==> src/rtl/snake_pkg.sv <==
// Shared constants and types for the LED matrix scan driver:
// color bit positions, matrix size and the scan FSM states.
package snake_pkg;

    localparam int MATRIX_DIM = 8;
    localparam int COL_W      = 3;
    localparam int NUM_COLORS = 3;

    localparam int COLOR_R = 0;
    localparam int COLOR_G = 1;
    localparam int COLOR_B = 2;

    typedef logic [NUM_COLORS-1:0] rgb_t;

    typedef enum logic {
        SCAN_SHOW  = 1'b0,
        SCAN_BLANK = 1'b1
    } scan_state_e;

endpackage

==> src/rtl/frame_buffer.sv <==
// Double-buffered 8x8 RGB pixel store: writes/clears hit the back buffer,
// the scanner reads the front buffer, and a swap exchanges their roles.
module frame_buffer
    import snake_pkg::*;
(
    input  logic                                  CLK,
    input  logic                                  RST,
    input  logic                                  wr_en,
    input  logic [COL_W-1:0]                      wr_x,
    input  logic [COL_W-1:0]                      wr_y,
    input  rgb_t                                  wr_rgb,
    input  logic                                  clr_en,
    input  logic [COL_W-1:0]                      clr_col,
    input  logic                                  swap,
    input  logic [COL_W-1:0]                      rd_col,
    output logic [NUM_COLORS-1:0][MATRIX_DIM-1:0] rd_planes
);

    typedef rgb_t    [MATRIX_DIM-1:0] column_t;
    typedef column_t [MATRIX_DIM-1:0] plane_t;

    plane_t [1:0] buf_q;
    plane_t [1:0] buf_d;
    logic         sel_q;
    logic         sel_d;
    logic         back_sel;

    assign back_sel = ~sel_q;

    always_comb begin
        buf_d = buf_q;
        sel_d = sel_q;
        if (clr_en) begin
            buf_d[back_sel][clr_col] = '0;
        end else if (wr_en) begin
            buf_d[back_sel][wr_x][wr_y] = wr_rgb;
        end
        if (swap) begin
            sel_d = back_sel;
        end
    end

    // Read the post-edge contents so a write landing in the swap cycle is
    // already visible when the new front is first scanned.
    genvar gi, gj;
    generate
        for (gi = 0; gi < NUM_COLORS; gi++) begin : g_color
            for (gj = 0; gj < MATRIX_DIM; gj++) begin : g_row
                assign rd_planes[gi][gj] = buf_d[sel_d][rd_col][gj][gi];
            end
        end
    endgenerate

    always_ff @(posedge CLK or posedge RST) begin
        if (RST) begin
            buf_q <= '0;
            sel_q <= 1'b0;
        end else begin
            buf_q <= buf_d;
            sel_q <= sel_d;
        end
    end

endmodule

==> src/rtl/matrix_scan_driver.sv <==
// Column-multiplexed 8x8 RGB LED matrix driver with a blanking gap between
// columns, a pixel write port, a back-buffer clear engine and frame swaps.
module matrix_scan_driver
    import snake_pkg::*;
#(
    parameter int ROW_TICKS   = 25000,
    parameter int BLANK_TICKS = 2
) (
    input  logic                  CLK,
    input  logic                  RST,
    input  logic                  wr_en,
    input  logic [COL_W-1:0]      wr_x,
    input  logic [COL_W-1:0]      wr_y,
    input  logic [NUM_COLORS-1:0] wr_rgb,
    output logic                  wr_ready,
    input  logic                  clr,
    input  logic                  swap_req,
    output logic                  swap_ack,
    output logic                  frame_start,
    output logic [3:0]            rgb_com,
    output logic [MATRIX_DIM-1:0] DATA_R,
    output logic [MATRIX_DIM-1:0] DATA_G,
    output logic [MATRIX_DIM-1:0] DATA_B
);

    localparam int DWELL_MAX = (ROW_TICKS > BLANK_TICKS) ? ROW_TICKS : BLANK_TICKS;
    localparam int CNT_W     = (DWELL_MAX > 1) ? $clog2(DWELL_MAX) : 1;
    localparam logic [CNT_W-1:0] SHOW_LAST  = CNT_W'(ROW_TICKS - 1);
    localparam logic [CNT_W-1:0] BLANK_LAST = CNT_W'(BLANK_TICKS - 1);
    localparam logic [COL_W-1:0] LAST_COL   = COL_W'(MATRIX_DIM - 1);

    scan_state_e                          state_q, state_d;
    logic [COL_W-1:0]                     col_q, col_d;
    logic [CNT_W-1:0]                     cnt_q, cnt_d;
    logic                                 started_q;
    logic                                 clr_busy_q, clr_busy_d;
    logic [COL_W-1:0]                     clr_col_q, clr_col_d;
    logic                                 wr_ready_q, wr_ready_d;
    logic                                 frame_start_q, frame_start_d;
    logic [3:0]                           rgb_com_q, rgb_com_d;
    logic [NUM_COLORS-1:0][MATRIX_DIM-1:0] data_q, data_d;
    logic [NUM_COLORS-1:0][MATRIX_DIM-1:0] rd_planes;

    logic last_blank;
    logic clr_accept;
    logic wr_accept;
    logic swap_go;

    // The first edge after reset only loads the outputs for column 0, so the
    // first column still gets its full dwell.
    always_comb begin
        state_d = state_q;
        col_d   = col_q;
        cnt_d   = cnt_q;
        if (started_q) begin
            case (state_q)
                SCAN_SHOW: begin
                    if (cnt_q == SHOW_LAST) begin
                        state_d = SCAN_BLANK;
                        cnt_d   = '0;
                    end else begin
                        cnt_d = cnt_q + 1'b1;
                    end
                end
                SCAN_BLANK: begin
                    if (cnt_q == BLANK_LAST) begin
                        state_d = SCAN_SHOW;
                        cnt_d   = '0;
                        col_d   = col_q + 1'b1;
                    end else begin
                        cnt_d = cnt_q + 1'b1;
                    end
                end
            endcase
        end
    end

    assign last_blank = (state_q == SCAN_BLANK) && (col_q == LAST_COL) && (cnt_q == BLANK_LAST);
    assign clr_accept = clr && wr_ready_q;
    assign wr_accept  = wr_en && wr_ready_q && !clr;
    assign swap_go    = last_blank && swap_req && wr_ready_q && !clr;

    always_comb begin
        clr_busy_d = clr_busy_q;
        clr_col_d  = clr_col_q;
        if (clr_accept) begin
            clr_busy_d = 1'b1;
            clr_col_d  = '0;
        end else if (clr_busy_q) begin
            clr_col_d = clr_col_q + 1'b1;
            if (clr_col_q == LAST_COL) begin
                clr_busy_d = 1'b0;
            end
        end
        wr_ready_d = !clr_busy_d;
    end

    frame_buffer u_frame_buffer (
        .CLK       (CLK),
        .RST       (RST),
        .wr_en     (wr_accept),
        .wr_x      (wr_x),
        .wr_y      (wr_y),
        .wr_rgb    (wr_rgb),
        .clr_en    (clr_busy_q),
        .clr_col   (clr_col_q),
        .swap      (swap_go),
        .rd_col    (col_d),
        .rd_planes (rd_planes)
    );

    always_comb begin
        frame_start_d = (state_d == SCAN_SHOW) && (col_d == '0) && (cnt_d == '0);
        rgb_com_d     = {state_d == SCAN_SHOW, col_d};
        for (int c = 0; c < NUM_COLORS; c++) begin
            data_d[c] = (state_d == SCAN_SHOW) ? ~rd_planes[c] : '1;
        end
    end

    always_ff @(posedge CLK or posedge RST) begin
        if (RST) begin
            state_q       <= SCAN_SHOW;
            col_q         <= '0;
            cnt_q         <= '0;
            started_q     <= 1'b0;
            clr_busy_q    <= 1'b0;
            clr_col_q     <= '0;
            wr_ready_q    <= 1'b0;
            frame_start_q <= 1'b0;
            rgb_com_q     <= 4'b0000;
            data_q        <= '1;
        end else begin
            state_q       <= state_d;
            col_q         <= col_d;
            cnt_q         <= cnt_d;
            started_q     <= 1'b1;
            clr_busy_q    <= clr_busy_d;
            clr_col_q     <= clr_col_d;
            wr_ready_q    <= wr_ready_d;
            frame_start_q <= frame_start_d;
            rgb_com_q     <= rgb_com_d;
            data_q        <= data_d;
        end
    end

    assign wr_ready    = wr_ready_q;
    assign swap_ack    = swap_go;
    assign frame_start = frame_start_q;
    assign rgb_com     = rgb_com_q;
    assign DATA_R      = data_q[COLOR_R];
    assign DATA_G      = data_q[COLOR_G];
    assign DATA_B      = data_q[COLOR_B];

endmodule

==> config.mk <==
export PLATFORM = sky130hd
export DESIGN_NAME = matrix_scan_driver
export DESIGN_NICKNAME = d
export VERILOG_FILES = /design/src/rtl/snake_pkg.sv /design/src/rtl/frame_buffer.sv /design/src/rtl/matrix_scan_driver.sv
export SDC_FILE = /design/constraint.sdc
export NUM_CORES = 1
export LEC_CHECK = 0
export CAP_MARGIN = 30
export CORE_ASPECT_RATIO = 1.75
export CORE_UTILIZATION = 45
export CTS_BUF_LIST = sky130_fd_sc_hd__clkbuf_2 sky130_fd_sc_hd__clkbuf_4 sky130_fd_sc_hd__clkbuf_8
export DETAILED_ROUTE_END_ITERATION = 10
export PLACE_DENSITY_LB_ADDON = 0.08
export SYNTH_ARGS = -nofsm -noshare
export SYNTH_HDL_FRONTEND = slang
export SYNTH_SLANG_ARGS = --single-unit
==> constraint.sdc <==
create_clock -name CLK -period 16.9 [get_ports CLK]
set_input_delay 2.535 -clock CLK [delete_from_list [all_inputs] [get_ports CLK]]
set_output_delay 2.535 -clock CLK [all_outputs]
set_load 0.05 [all_outputs]
# ---- After elaboration in Yosys (flattened, before gate mapping)
# Cells that the tools add are included.
dict set report op_classes {
  add_sub_neg 3
  multipliers 0
  div_mod_pow 0
  order_cmp 10
  n_eq_ne 4
  shifts 0
  mux 37
  bitwise_logic 8
  n_reduce_logical 19
}
# operator count
set ops {}
lappend ops {{2-to-1 mux 192 bit} 4}
lappend ops {{2-to-1 mux 384 bit} 2}
lappend ops {{bitwise AND 384 bit} 1}
lappend ops {{bitwise mux 384 bit} 1}
lappend ops {{demux 192 bit (select 1 bit)} 2}
lappend ops {{NOT 384 bit} 1}
lappend ops {{demux 24 bit (select 3 bit)} 2}
lappend ops {{binary-select mux 24 bit (select 3 bit)} 1}
lappend ops {{2-to-1 mux 24 bit} 3}
lappend ops {{2-to-1 mux 15 bit} 3}
lappend ops {{one-hot mux 15 bit (2 select lines)} 1}
lappend ops {{2-to-1 mux 8 bit} 3}
lappend ops {{NOT 8 bit} 3}
lappend ops {{2-to-1 mux 3 bit} 6}
lappend ops {{less-than comparator 3 x 4 -> 1 bit, second input constant} 4}
lappend ops {{adder 15 x 1 -> 15 bit, second input constant} 1}
lappend ops {{== test 15 x 1 -> 1 bit, second input constant} 1}
lappend ops {{== test 15 bit, second input constant} 1}
lappend ops {{logical NOT 15 bit} 1}
lappend ops {{logical AND 1 bit} 14}
lappend ops {{demux 3 bit (select 3 bit)} 1}
lappend ops {{>= comparator 3 x 1 -> 1 bit, second input constant} 3}
lappend ops {{2-to-1 mux 1 bit} 7}
lappend ops {{adder 3 x 1 -> 3 bit, second input constant} 2}
lappend ops {{8 further kinds} 13}
dict set report totals {
  regBits 439
  latch_bits 0
  ramBits 0
  mem_bits_ro 0
  in_bits 14
  out_inout_bits 31
  elab_cells 222
  memories 0
}

# ---- Depth between registers and ports, before layout
# Gate-level depths: netlist of run 1.
dict set report depth {
  depth_word 17
  ltp_mapped 13
  mapped_depth_nobuf 10
}

# ---- Cells and area by module
# From an unflattened synthesis of run 1, not the netlist that was laid out.
dict set report hier_totals {
  cells_unflattened 2720
  area_unflattened_um2 26055.0
}
# mod instances cells_each area_per_inst_um2 seq_area_each_um2
set by_module_without_submodules {}
lappend by_module_without_submodules {frame_buffer 1 2516 23765.3 9634.2}
lappend by_module_without_submodules {matrix_scan_driver 1 204 2289.7 1306.3}

# ---- Least setup slack after synthesis of run 1
# Ideal clock, no wire load.
dict set report synth_path {
  kind {input -> output}
  start {input clr}
  end {output swap_ack}
  arrival_time_ns 3.504
  t_required_ns 14.365
  path_slack_ns 10.861
  stages 2
  path_buffers 0
  path_cell_list {nand4b_1 nor2_1}
}
dict set report synth_via {
  elab_chain_cells 2
}
# item line_no
set synth_lines {}
lappend synth_lines {{start, declared} matrix_scan_driver.sv:16} ;# input logic clr,
lappend synth_lines {{logical NOT 1 bit} matrix_scan_driver.sv:81} ;# assign swap_go = last_blank && swap_req && wr_ready_q && !clr;
lappend synth_lines {{logical AND 1 bit} matrix_scan_driver.sv:81}
lappend synth_lines {{end, declared} matrix_scan_driver.sv:18} ;# output logic swap_ack,
# No other way between the ends.

# ---- Final worst setup path of run 1
# Ends and elaborated chain as after synthesis.

==> results of run 1 <==
[how the worst max path moves through the flow]
| stage | start | to | slack, ns | depth (start not counted) |
|---|---|---|---|---|
| finish | clr | swap_ack | 9.84 | 4 |
| detailed placement | clr | swap_ack | 9.85 | 4 |
| floorplan | RST | clr_busy_q$_DFF_PP0_ | 2.26 | 1 |
| global route | clr | swap_ack | 9.75 | 4 |
| global placement | clr | swap_ack | 9.87 | 4 |
| CTS | clr | swap_ack | 9.84 | 4 |
[logic make-up after synthesis]
group | synth area share (%)
AO/OA/AOI/OAI | 21.94
XOR/XNOR | 0.6192
adder cells (fa/ha/maj) | 0.3122
buffers and inverters | 4.189
flip-flops | 45.50
multiplexers | 13.81
other | 0.01560
AND/OR/NAND/NOR | 13.62
[metal layers]
metal | share of wire, % | wire length (um)
met1 | 40 | 33390
met2 | 49 | 40720
met3 | 5.5 | 4515
met4 | 4.6 | 3794
met5 | 0.069 | 57
[synth_stat cells, types with 14 or more instances]
cell,count
dfstp_2,24
clkbuf_1,189
buf_1,19
a21oi_1,54
o22ai_1,17
nand3_1,46
a31oi_1,51
nand2b_1,45
o21ai_0,319
o211ai_1,44
o311a_1,49
o21a_1,14
mux2i_1,316
buf_2,21
nor3b_1,16
nor2_1,88
o22a_1,80
nand2_1,286
nand4_1,23
a211oi_1,22
or4_1,22
o31ai_1,18
dfrtp_1,412
nor3_1,74
a221o_1,61
a21o_1,19
[power groups by stage]
| stage | Sequential [uW] | Clock, uW | Combinational [uW] |
|---|---|---|---|
| 2_1_floorplan | 1560 | 0 | 807 |
| 3_3_place_gp | 1550 | 0 | 1200 |
| 3_5_place_dp | 1570 | 0 | 1240 |
| 4_1_cts | 1550 | 1050 | 1240 |
| 5_1_grt | 1590 | 1090 | 1370 |
| 6_report | 1550 | 1030 | 1250 |
[area by class of cell]
type                            instances  area, um2  share of cell area (%)
Tap cell                              678      848.3                   3.180
Timing Repair Buffer                  101      939.7                   3.523
Clock inverter                          9      76.32                  0.2861
Multi-Input combinational cell       1805      12310                   46.16
Sequential cell                       436      10940                   41.03
Clock buffer                          124       1494                   5.601
Antenna cell                            1      2.502                0.009381
Inverter                               13      57.56                  0.2158
[registers in the layout, indices dropped and copies added, names as in the netlist]
register,count
u_frame_buffer.sel_q,1
clr_busy_q,1
rgb_com,4
state_q,1
DATA_B,8
DATA_R,8
started_q,1
clr_col_q,3
frame_start,1
u_frame_buffer.buf_q,384
DATA_G,8
wr_ready,1
cnt_q,15
[per-stage QoR]
step | hold slack [ns] | power [uW] | setup WS [ns]
floorplan | 0.4640 | 2371 | 2.260
detailed placement | 0.4932 | 2804 | 9.846
global placement | 0.4807 | 2748 | 9.871
CTS | 0.5080 | 3838 | 9.840
finish | 0.5022 | 3838 | 9.837
global route | 0.5300 | 4048 | 9.753
[worst max-delay path: stages]
cell,delay [ns]
clkdlybuf4s50_1,0.58
nand4b_1,0.39
nor2_1,0.19
clkdlybuf4s50_1,0.82
==> impl_metrics.yaml, run 1 <==
run_status:
  outcome: "completed"
clock_network:
  clkTransAtPathRegs_ns: 0.06
  cts_hold_buf: 0
  clkLatencyLatePin_ns: 0.66
  cts_buffers: 73
  cts_buffer_depth: 3
  root_buffer: "clkbuf_8"
  ctsResizeCount: 0
  post_cts_buffers: 0
  htree_levels: 3
  tritoncts: "done"
  clock_sinks: 436
logic_synthesis:
  yosys_most_used_dff: "dfrtp_1"
  yosysSeqAreaShare_pct: 45.50
  synth_top_cell_area_share_pct: 42.88
  synth_top_area_cell: "dfrtp_1"
  syn_nets: 2511
  netlist_instances: 2491
  ys_top_cells_by_area: "dfrtp_1, mux2i_1, o21ai_0, nand2_1, clkbuf_1"
  async_flop_share_pct: 100.0
  synth_edf_count: 0
  yosysWarnings: 0
  avgSynthCellArea_um2: 9.653
  ys_ff_latch: 436
  synth_cell_type_count: 73
  syn-cell-area_um2: 24050
placed_design:
  io_buffers: 44
  dpl.hpwl_mm: 51.39
  place.gp.congestion: 0.8603
  dpl_cell_area_um2: 25050
  dp.cells: 3031
power:
  power_leakage_uw: 0.01136
  peakVddDrop_mv: 0.07910
  switching_power_uw: 1519
  clkPwrFrac_pct: 26.9
  comb_power_share_pct: 32.6
  p_int_uw: 2318
  switching_share_pct: 39.59
  seqPwrFrac_pct: 40.5
  p_per_area_nw_per_um2: 143.9
min_path:
  hold_depth: 2
  hold_path.startpoint: "u_frame_buffer.buf_q[255]$_DFF_PP0_"
  hp-class: "flop to flop"
  hold_path_end: "u_frame_buffer.buf_q[255]$_DFF_PP0_"
grt:
  use_met1_pct: 37.75
  top_usage_layer: "met2"
  overflow: 0
  grt_antenna_before_repair: 7
  met2_usage_pct: 51.66
  grt_usage_pct: 30.59
  grt_max_degree: 163
  use_met3_pct: 4.802
  grt_pass1_vias: 20660
  grt_pass1_wl_mm: 126.3
cells_and_area:
  syn_to_final_growth_pct: 10.93
  instances_no_fill: 3167
  layout_commonest_cell: "dfrtp_1"
  nNetsFinal: 2450
  utilization_pct: 50.68
  fillCellCount: 4820
  drive_gt1_share_pct: 11.17
  final_cell_mix: "dfrtp_1, o21ai_0, mux2i_1"
  fin_area_um2: 26670
worst_setup_path:
  rr_worst_depth: 12
  rr_startpoint: "cnt_q[1]$_DFF_PP0_"
  reg2reg_setup_slack_ns: 12.33
  cp_max_fo: 9
  cp-start-kind: "input port"
  endpoint_kind: "primary output"
  path_class: "input port to primary output"
  critPathArrivalTime_ns: 4.53
  crit-reg2reg-capture: "DATA_B[4]$_DFF_PP1_"
  required_ns: 14.37
detailed_routing:
  drt-pass1-iter-count: 5
  wl_per_cell_um: 26.04
  initialDrtViolationCount: 1663
  ant_nets: 0
  drcViolationCount: 0
  viasPerCell: 6.443
  wirelength_mm: 82.48
  vias: 20410
sta:
  skew_ns: 0.02687
  drv_slew: 0
  fin_crit_sh_pct: 41.80
  tightest_slew_ns: 1.129
  fmax_mhz: 141.6
  setup_viol: 0
  fin_setup_tns_ns: 0
  min_period_ns: 7.063
  hold_violations: 0
  relSlewSlack_pct: 24.70
  rsz0062_at_grt: "no"
floorplan:
  die_w_um: 176.7
  io-pin-count: 45
  core-area_um2: 52640
  dieArea_um2: 54400
  die_y_um: 307.8
  initial_core_util_pct: 45.68
  num_rows: 111
job:
  cap_violations: 0
Power figures use the tool's default switching activity.
==> run 2: changes to the inputs <==
clock period = 6.6 ns   (was 16.9 ns; I/O delays follow)
==> impl_metrics.yaml, run 2 (synthesis gave the netlist of run 1 again) <==
run_status:
  outcome: "completed"
clock_network:
  root_buffer: "clkbuf_8"
  ctsResizeCount: 0
  tritoncts: "done"
  cts_hold_buf: 0
  clkLatencyLatePin_ns: 0.67
  clkTransAtPathRegs_ns: 0.06
  cts_buffer_depth: 3
  cts_buffers: 71
  clock_sinks: 436
  post_cts_buffers: 0
  htree_levels: 3
min_path:
  hp-class: "flop to flop"
  hold_depth: 1
  hold_path_end: "u_frame_buffer.buf_q[0]$_DFF_PP0_"
  hold_path.startpoint: "u_frame_buffer.buf_q[0]$_DFF_PP0_"
grt:
  grt_max_degree: 141
  grt_usage_pct: 32.20
  grt_antenna_before_repair: 4
  grt_pass1_wl_mm: 131.3
  grt_pass1_vias: 20850
  overflow: 0
worst_setup_path:
  required_ns: 7.15
  cp_max_fo: 41
  cp-start-kind: "flop"
  endpoint_kind: "flop"
  crit_chain: "inv_1, ha_1, or4bb_1, nor4_4, xnor2_2, clkinv_2, nand3_2, buf_4, o22a_1, a31oi_1, or4_1"
  path_class: "flop to flop"
  crit-reg2reg-capture: "DATA_B[2]$_DFF_PP1_"
  cp_slowest_cell: "nand3_2"
  rr_worst_depth: 11
  reg2reg_setup_slack_ns: 1.70
  rr_startpoint: "cnt_q[1]$_DFF_PP0_"
  critPathArrivalTime_ns: 5.45
  max_stage_delay_ns: 0.85
cells_and_area:
  multi_input_area_um2: 12330
  syn_to_final_growth_pct: 11.82
  reg_top3: "u_frame_buffer.buf_q (384), cnt_q (15)"
  nNetsFinal: 2472
  largest_reg_flops: 384
  fillCellCount: 4858
  regArea_um2: 10940
  layout_commonest_cell: "dfrtp_1"
  largest_register: "u_frame_buffer.buf_q"
  drive_gt1_share_pct: 11.85
  final_cell_mix: "dfrtp_1, o21ai_0, mux2i_1"
detailed_routing:
  initialDrtViolationCount: 2079
  wirelength_mm: 87.02
  viasPerCell: 6.589
  ant_nets: 0
  drcViolationCount: 0
  wl_per_cell_um: 27.32
  vias: 20990
  drt-pass1-iter-count: 5
sta:
  rsz0062_at_grt: "no"
  fin_crit_sh_pct: 74.23
  min_period_ns: 4.899
  fin_setup_tns_ns: 0
  whs_ns: 0.5064
  tightest_slew_ns: 1.025
  fmax_mhz: 204.1
  fin_ws_ns: 1.701
  hold_violations: 0
  setup_viol: 0
  skew_ns: 0.03453
  drv_slew: 0
  relSlewSlack_pct: 31.51
floorplan:
  num_rows: 111
  core-area_um2: 52640
  initial_core_util_pct: 45.68
  die_y_um: 307.8
  dieArea_um2: 54400
  io-pin-count: 45
  die_w_um: 176.7
power:
  p_per_area_nw_per_um2: 369.1
  peakVddDrop_mv: 0.1859
  power_leakage_uw: 0.01146
job:
  cap_violations: 0
placed_design:
  dpl.hpwl_mm: 56.23
  pre_cts_ws_ns: 1.532
  io_buffers: 44
  place.gp.congestion: 0.8546
-- run 2: area by class of cell --
cell class / count / area share [%]
repair buffers: 125 / 4.444
well taps: 678 / 3.155
clock buffers: 116 / 5.286
clock inverters: 11 / 0.3351
diodes: 1 / 0.009307
inverters: 13 / 0.2001
flip-flops and latches: 436 / 40.70
multi-input cells: 1805 / 45.87
-- run 2: layer usage --
| metal | track usage [%] | share of wire (%) | vias up |
|---|---|---|---|
| li1 | - | - | 9224 |
| met1 | 40.22 | 40 | 10630 |
| met2 | 54.06 | 49 | 899 |
| met3 | 4.654 | 6.0 | 228 |
| met4 | 15.76 | 4.7 | 2 |
| met5 | 0 | 0.015 | - |
-- run 2: worst max path at each step --
stage | startpoint | end | slack, ns | depth (start not counted)
6_report | cnt_q[1]$_DFF_PP0_ | DATA_B[2]$_DFF_PP1_ | 1.70 | 11
4_1_cts | cnt_q[1]$_DFF_PP0_ | DATA_B[2]$_DFF_PP1_ | 1.72 | 11
3_5_place_dp | wr_y[1] | DATA_G[6]$_DFF_PP1_ | 1.53 | 8
2_1_floorplan | RST | clr_busy_q$_DFF_PP0_ | -0.26 | 1
3_3_place_gp | wr_y[1] | DATA_G[6]$_DFF_PP1_ | 1.46 | 8
5_1_grt | cnt_q[1]$_DFF_PP0_ | DATA_B[2]$_DFF_PP1_ | 1.53 | 11
-- run 2: where the power goes --
part / leakage [uW] / internal (uW) / switching (uW) / total, uW
logic: 0.00475 / 1060 / 2270 / 3330
clock network: 0.000800 / 1400 / 1170 / 2570
registers: 0.00590 / 3500 / 525 / 4020
-- run 2: critical path, delay by kind of cell, from the launching register on --
| family | cells | cell delay, ns |
|---|---|---|
| buf+inv | 3 | 1.16 |
| compound gates | 2 | 0.26 |
| flops | 1 | 0.39 |
| xor+xnor | 1 | 0.19 |
| simple gates | 4 | 2.61 |
| fa+ha+maj | 1 | 0.15 |
-- run 2: through the flow --
step	cells	power [uW]	instance area [um2]	util, %
after floorplan	2491	6072	24050	-
after global placement	3047	7120	25180	47.84
final	3185	9925	26890	51.08
after detailed placement	3057	7343	25370	48.20
after global routing	3185	10440	26890	51.08
after CTS	3184	9928	26880	51.08
==> run 3: changes to the inputs <==
clock period = 5.1 ns   (was 6.6 ns; I/O delays follow)
==> impl_metrics.yaml, run 3 (synthesis gave the netlist of run 1 again) <==
clock_network:
  cts_hold_buf: 0
  root_buffer: "clkbuf_8"
  htree_levels: 3
  cts_buffer_depth: 3
  ctsResizeCount: 0
  clkTransAtPathRegs_ns: 0.06
  tritoncts: "done"
  clock_sinks: 436
  clkLatencyLatePin_ns: 0.65
  cts_buffers: 71
  post_cts_buffers: 0
detailed_routing:
  vias: 20780
  ant_nets: 0
  wirelength_mm: 84.25
  drt-pass1-iter-count: 6
  drcViolationCount: 0
  initialDrtViolationCount: 1793
  viasPerCell: 6.472
  wl_per_cell_um: 26.24
grt:
  grt_max_degree: 120
  grt_antenna_before_repair: 4
  grt_usage_pct: 31.23
  grt_pass1_vias: 21080
  overflow: 0
  grt_pass1_wl_mm: 128.1
power:
  p_per_area_nw_per_um2: 466.8
  peakVddDrop_mv: 0.3415
  power_leakage_uw: 0.01156
  power_uw: 12580
cells_and_area:
  largest_reg_flops: 384
  utilization_pct: 51.21
  final_cell_mix: "dfrtp_1, o21ai_0, mux2i_1"
  largest_register: "u_frame_buffer.buf_q"
  syn_to_final_growth_pct: 12.09
  nNetsFinal: 2497
  layout_commonest_cell: "dfrtp_1"
  drive_gt1_share_pct: 12.68
  fin_area_um2: 26950
  reg_top3: "u_frame_buffer.buf_q (384), cnt_q (15)"
worst_setup_path:
  cp-start-kind: "flop"
  required_ns: 5.68
  max_stage_delay_ns: 0.72
  crit_chain: "inv_1, ha_1, or4bb_1, nor4_4, xnor2_2, clkinv_2, a21oi_4, buf_12, o211ai_1, a31oi_1, or4_1"
  reg2reg_setup_slack_ns: 0.87
  crit-reg2reg-capture: "DATA_B[5]$_DFF_PP1_"
  path_buf_inv: 3
  critPathArrivalTime_ns: 4.81
  cp_slowest_cell: "a21oi_4"
  rr_startpoint: "cnt_q[1]$_DFF_PP0_"
  path_class: "flop to flop"
  cp_max_fo: 21
  crit_family: "simple AND/OR/NAND/NOR gates"
  endpoint_kind: "flop"
  rr_worst_depth: 11
placed_design:
  dpl.hpwl_mm: 54.31
  dpl_cell_area_um2: 25420
  place.gp.congestion: 0.8513
  io_buffers: 44
  pre_cts_ws_ns: 0.6605
job:
  cap_violations: 0
sta:
  fin_ws_ns: 0.8683
  tightest_slew_ns: 0.9947
  relSlewSlack_pct: 33.44
  rsz0062_at_grt: "no"
  fin_setup_tns_ns: 0
  fmax_mhz: 236.3
  min_period_ns: 4.232
  drv_slew: 0
  hold_violations: 0
  skew_ns: 0.02368
  setup_viol: 0
  fin_crit_sh_pct: 82.97
min_path:
  hold_path_end: "u_frame_buffer.buf_q[298]$_DFF_PP0_"
  hold_path.startpoint: "u_frame_buffer.buf_q[298]$_DFF_PP0_"
  hp-class: "flop to flop"
  hold_depth: 2
floorplan:
  die_w_um: 176.7
  core-area_um2: 52640
  dieArea_um2: 54400
  initial_core_util_pct: 45.68
  io-pin-count: 45
  num_rows: 111
  die_y_um: 307.8
run_status:
  outcome: "completed"
-- run 3: changes by cell type in the layout (fill, tap and decap cells not counted), sizes merged --
cell / before / now
buf: 84 / 109
bufinv: 1 / 0
clkbuf: 116 / 112
clkinv: 7 / 13
-- run 3: through the flow --
step	hold slack [ns]	std cells
2_1_floorplan	0.4640	2491
4_1_cts	0.5053	3209
3_5_place_dp	0.4911	3081
3_3_place_gp	0.4820	3081
6_report	0.5030	3211
5_1_grt	0.5248	3211
-- run 3: per-layer routing --
metal | share of wire, % | vias up | track usage, %
met5 | 0 | - | 0
met4 | 4.9 | 0 | 15.92
met3 | 6.1 | 234 | 5.136
met2 | 49 | 817 | 53.03
met1 | 40 | 10480 | 37.85
li1 | - | 9250 | -
-- run 3: area by class of cell --
cell class | count | area (um2)
Fill cell | 4799 | 25680
Multi-Input combinational cell | 1805 | 12250
Sequential cell | 436 | 10940
Clock buffer | 112 | 1429
Timing Repair Buffer | 150 | 1336
Tap cell | 678 | 848.3
Clock inverter | 16 | 90.09
Inverter | 13 | 53.80
Antenna cell | 1 | 2.502
-- run 3: tightest hold or removal path, stage by stage, from the launching register on --
cell and delay, ns:
dfrtp_1 0.34, nand2_1 0.06, o21ai_0 0.06
-- run 3: worst max-delay path by stage --
| stage | from | end | slack, ns | depth (start not counted) |
|---|---|---|---|---|
| 2_1_floorplan | RST | clr_busy_q$_DFF_PP0_ | -1.53 | 1 |
| 3_3_place_gp | clr | DATA_B[3]$_DFF_PP1_ | 0.65 | 10 |
| 3_5_place_dp | wr_y[2] | DATA_R[4]$_DFF_PP1_ | 0.66 | 8 |
| 4_1_cts | cnt_q[1]$_DFF_PP0_ | DATA_B[5]$_DFF_PP1_ | 0.85 | 11 |
| 5_1_grt | cnt_q[1]$_DFF_PP0_ | DATA_G[4]$_DFF_PP1_ | 0.69 | 11 |
| 6_report | cnt_q[1]$_DFF_PP0_ | DATA_B[5]$_DFF_PP1_ | 0.87 | 11 |
-- run 3: report_power, final --
part	internal [uW]	total, uW	switching [uW]	leakage (uW)
sequential	4530	5200	675	0.00590
clock	1780	3290	1510	0.000806
combinational	1300	4080	2790	0.00485
total	7610	12600	4970	0.0116
